File: src/rtl/comma_aligner.sv
// comma_aligner
// Serial-to-parallel front end of the 8b/10b receive path. Bits are shifted
// in on CRCLK, and the shift window is searched for the K28.5 comma in either
// running disparity. Symbol framing locks after ACQ_COMMAS aligned commas.
// After that, framed 10-bit symbols are presented with a one-cycle strobe
// every 10 CRCLK. Framing is dropped after LOSS_COMMAS consecutive
// misaligned commas.
//
// Parameters:
//   ACQ_COMMAS   aligned commas needed to declare lock (1..7)
//   LOSS_COMMAS  consecutive misaligned commas that force loss of lock (1..7)
// Ports:
//   CRCLK         recovered bit clock (rising edge)
//   Reset         asynchronous, active-high reset
//   serial_in     one received bit per CRCLK
//   data_out      framed symbol; bit 9 is the first-received bit
//   symbol_valid  one-cycle strobe when data_out holds a new framed symbol
//   locked        high while framing is acquired
//   comma_det     one-cycle pulse when a K28.5 sits in the window at any phase
module comma_aligner #(
    parameter int ACQ_COMMAS  = 3,
    parameter int LOSS_COMMAS = 2
) (
    input  logic       CRCLK,
    input  logic       Reset,
    input  logic       serial_in,
    output logic [9:0] data_out,
    output logic       symbol_valid,
    output logic       locked,
    output logic       comma_det
);

    localparam logic [9:0] K28_5_RDN = 10'b0011111010;
    localparam logic [9:0] K28_5_RDP = 10'b1100000101;
    localparam logic [2:0] ACQ_N     = 3'(ACQ_COMMAS);
    localparam logic [2:0] LOSS_N    = 3'(LOSS_COMMAS);

    typedef enum logic [1:0] {
        HUNT   = 2'd0,
        SYNC   = 2'd1,
        LOCKED = 2'd2
    } state_t;

    state_t     state, state_nxt;
    logic [9:0] sr;
    logic [3:0] p, p_nxt;
    logic [2:0] acq, acq_nxt, acq_inc;
    logic [2:0] miss, miss_nxt, miss_inc;
    logic       comma_hit;
    logic       boundary;
    logic       load_data;
    logic       sv_nxt;

    assign comma_hit = (sr == K28_5_RDN) || (sr == K28_5_RDP);
    assign boundary  = (p == 4'd0);

    // Both counters saturate at 7 rather than wrapping.
    assign acq_inc  = (acq  == 3'd7) ? acq  : acq  + 3'd1;
    assign miss_inc = (miss == 3'd7) ? miss : miss + 3'd1;

    always_comb begin
        // NOTE: every output of this block gets a default first so that no
        // path through the case leaves a value unassigned and infers a latch.
        state_nxt = state;
        p_nxt     = (p == 4'd9) ? 4'd0 : p + 4'd1;
        acq_nxt   = acq;
        miss_nxt  = miss;
        load_data = 1'b0;
        sv_nxt    = 1'b0;

        unique case (state)
            HUNT: begin
                // Any comma defines the framing: this cycle becomes a boundary.
                if (comma_hit) begin
                    p_nxt     = 4'd1;
                    acq_nxt   = 3'd1;
                    load_data = 1'b1;
                    if (ACQ_N == 3'd1) begin
                        state_nxt = LOCKED;
                        sv_nxt    = 1'b1;
                    end else begin
                        state_nxt = SYNC;
                    end
                end
            end

            SYNC: begin
                if (boundary) begin
                    load_data = 1'b1;
                    if (comma_hit) begin
                        acq_nxt = acq_inc;
                        if (acq_inc >= ACQ_N) begin
                            state_nxt = LOCKED;
                            sv_nxt    = 1'b1;
                        end
                    end
                end else if (comma_hit) begin
                    // Comma at a different phase: restart acquisition there.
                    p_nxt     = 4'd1;
                    acq_nxt   = 3'd1;
                    load_data = 1'b1;
                end
            end

            LOCKED: begin
                if (boundary) begin
                    load_data = 1'b1;
                    sv_nxt    = 1'b1;
                    if (comma_hit) begin
                        miss_nxt = 3'd0;
                    end
                end else if (comma_hit) begin
                    miss_nxt = miss_inc;
                    if (miss_inc >= LOSS_N) begin
                        state_nxt = HUNT;
                        miss_nxt  = 3'd0;
                        acq_nxt   = 3'd0;
                    end
                end
            end

            default: begin
                state_nxt = HUNT;
            end
        endcase
    end

    always_ff @(posedge CRCLK or posedge Reset) begin
        if (Reset) begin
            state        <= HUNT;
            sr           <= '0;
            p            <= '0;
            acq          <= '0;
            miss         <= '0;
            data_out     <= '0;
            symbol_valid <= 1'b0;
            locked       <= 1'b0;
            comma_det    <= 1'b0;
        end else begin
            // NOTE: non-blocking assignments here so every register samples
            // the pre-edge values of the others, including sr feeding comma_hit.
            state        <= state_nxt;
            sr           <= {sr[8:0], serial_in};
            p            <= p_nxt;
            acq          <= acq_nxt;
            miss         <= miss_nxt;
            symbol_valid <= sv_nxt;
            locked       <= (state_nxt == LOCKED);
            comma_det    <= comma_hit;
            if (load_data) begin
                data_out <= sr;
            end
        end
    end

endmodule

File: config.mk
export PLATFORM = sky130hd
export DESIGN_NAME = comma_aligner
export DESIGN_NICKNAME = d
export VERILOG_FILES = /design/src/rtl/comma_aligner.sv
export SDC_FILE = /design/constraint.sdc
export NUM_CORES = 1
export LEC_CHECK = 0
export CELL_PAD_IN_SITES_DETAIL_PLACEMENT = 0
export CELL_PAD_IN_SITES_GLOBAL_PLACEMENT = 2
export CORE_ASPECT_RATIO = 0.5
export CORE_MARGIN = 5
export CORE_UTILIZATION = 33
export DETAILED_ROUTE_END_ITERATION = 10
export HOLD_SLACK_MARGIN = 0.06
export PLACE_DENSITY_LB_ADDON = 0.1
export SKIP_CTS_REPAIR_TIMING = 1
export SLEW_MARGIN = 5
export SYNTH_ARGS = -nofsm -noshare
export SYNTH_HDL_FRONTEND = slang
export SYNTH_SLANG_ARGS = --single-unit
File: constraint.sdc
create_clock -name CRCLK -period 1.9 [get_ports CRCLK]
set_clock_uncertainty 0.1 [all_clocks]
set_input_delay 0.285 -clock CRCLK [delete_from_list [all_inputs] [get_ports CRCLK]]
set_output_delay 0.285 -clock CRCLK [all_outputs]
set_load 0.02 [all_outputs]
==> flow_summary.ini <==
[worst_setup_path]
crit_slowest_cell = dfrtp_1
cpPeakStageDelay_ns = 0.40
crit_buf_inv = 1
crit_family = simple AND/OR/NAND/NOR gates
path_cells = nor4bb_1 > and4_2 > o22ai_2 > a21oi_4 > buf_12 > mux2_1
arrival_ns = 2.02
end_kind = register
reg2reg_slack_ns = -0.06
crit_type = register to register
critPathMaxFanout = 10
startpoint_type = register
crit_required_ns = 1.97

[sta]
rsz0062_at_grt = true
fin_crit_ns = 1.96
setup_slack_ns = -0.0579
finalCritPeriodShare_pct = 103
relSlewSlack_pct = 70.1
report.final.slew_viol_count = 0
final-setup-viol-count = 11
fmax_ghz = 0.511
tightest_slew_ns = 0.448
hold_viol = 0
hold_slack_ns = 0.299
fin_tns_setup_ns = -0.527

[synth]
synth_cells = 134
synth_cell_type_count = 40
synth-seq-cells = 35
synth_area_per_cell_um2 = 11.7
synthesis.nets = 143
synth_seq_area_share_pct = 55.8
synthesis.area_um2 = 1570
synth_edf_count = 0
synth_ff_type = dfrtp_1
ys.warnings.count = 0
async_reset_ff_share_pct = 100

[placement]
hpwl_um = 2310
place.gp.congestion = 0.710
placed_cells = 242
post_dp_cell_area_um2 = 2040
dpl_worst_slack_ns = -0.0964
port_buffers = 15

[grt]
grt-ovfl-total = 0
grt_pass1_vias = 1247
grtUsageTotal_pct = 11.8
grt_start_max_net_pins = 36
antenna_found_initial = 0
grt_pass1_wl_um = 5810

[die]
core_area_um2 = 4490
die_h_um = 58.8
ios = 16
num_rows = 17
die_w_um = 108
start_util_pct = 35.0
die-area_um2 = 6320

[detailed_routing]
vias_per_cell = 4.63
drtAntennaViolNets = 0
initialDrtViolationCount = 38
firstDrtPassIters = 4
vias = 1158
drc = 0
wl_per_cell_um = 12.8
wl_um = 3210

[final_layout]
fin_area_um2 = 2200
fin_util_pct = 48.9
final_common_cell = dfrtp_1
nets = 193
final_cell_mix = dfrtp_1, buf_4, clkdlybuf4s50_1
area_growth_pct = 40.0
instances_no_fill = 250
antennaDiodeCount = 0
drive_gt1_share_pct = 29.3

[power_and_ir_drop]
vdd_drop_max_v = 0.000478
p_clk_share_pct = 30.7
power.leakage_nw = 1.01
p_int_mw = 1.51
seq_power_share_pct = 44.3
p_switching_mw = 0.599
power_mw = 2.11
p_sw_share_pct = 28.4
combPwrFrac_pct = 25.0
cellPowerDensity_nw_per_um2 = 961

[clock_network]
cts_max_level = 2
clk_transition_reported_paths_ns = 0.07
cts.sinks = 35
cts_tree = yes
cts_root_buffer = clkbuf_8
cts_made_buffers = 5
clock_path_buffers = 2
clk_latency_ns = 0.28

[outcome]
status = complete, but fails checks
failed_checks = setup timing

[job]
drv_cap = 0

[hold_path]
hp-class = input port to asynchronous set/reset pin
-- flip-flops by register name, summed over array words and instances, names as in the netlist --
name          cells
acq               3
comma_det         1
data_out         10
locked            1
miss              3
p                 4
sr               10
state             2
symbol_valid      1
-- worst reg2reg max path: stages (launching register included) --
cell,delay [ns]
dfrtp_1,0.40
nor4bb_1,0.28
and4_2,0.32
o22ai_2,0.10
a21oi_4,0.17
buf_12,0.15
mux2_1,0.32
-- cell type report --
class / instances / area [um2]
Clock inverter: 2 / 37.5
Clock buffer: 5 / 68.8
Fill cell: 422 / 2290
Timing Repair Buffer: 45 / 404
Sequential cell: 35 / 876
Inverter: 12 / 45.0
Tap cell: 66 / 82.6
Multi-Input combinational cell: 85 / 682
-- cell usage after synthesis (2+ instances only) --
cell | n | area (um2)
mux2_2 | 5 | 56.3
a21oi_1 | 7 | 35.0
ha_1 | 6 | 75.1
nor3_1 | 4 | 20.0
dfrtp_1 | 35 | 876
nor4_1 | 3 | 18.8
a211o_1 | 2 | 17.5
nand4_1 | 2 | 12.5
nand2_1 | 9 | 33.8
o22ai_1 | 2 | 12.5
o21ai_0 | 6 | 30.0
mux2_1 | 6 | 67.6
inv_1 | 11 | 41.3
and2_1 | 3 | 18.8
nor2_1 | 7 | 26.3
nand3_1 | 2 | 10.0
-- power by group through the flow --
stage / Combinational [mW] / Sequential, mW / Clock, mW
final: 0.529 / 0.935 / 0.648
after global routing: 0.588 / 0.950 / 0.714
after CTS: 0.514 / 0.925 / 0.676
after detailed placement: 0.510 / 0.938 / 0
after global placement: 0.505 / 0.937 / 0
after floorplan: 0.207 / 1.01 / 0
-- cells by family after synthesis --
| logic type | count (synthesis) | share of synthesized area (%) |
|---|---|---|
| and+or+nand+nor | 38 | 14.3 |
| buffers and inverters | 14 | 3.43 |
| xor gates and xnor gates | 1 | 0.558 |
| muxes | 12 | 8.53 |
| adders and majority gates | 6 | 4.78 |
| AOI/OAI and AO/OA | 28 | 12.6 |
| DFF | 35 | 55.8 |
-- path summary, 6_finish.rpt --
check                      start            to  depth (start not counted)
setup / recovery           sr[3]   data_out[2]                          6
hold / removal             Reset   data_out[1]                          3
setup reg to reg           sr[3]   data_out[2]                          6
hold reg to reg            sr[1]         sr[2]                          0
max in group asynchronous  Reset  symbol_valid                          3
min in group CRCLK         sr[1]         sr[2]                          0
-- metal layers --
layer	GRT usage, %	routed length, um	part of all wire [%]
met1	15.7	1670	52
met2	18.3	1390	43
met3	4.16	122	3.8
met4	3.78	29	0.90
met5	0	0	0
Power figures use the tool's default switching activity.
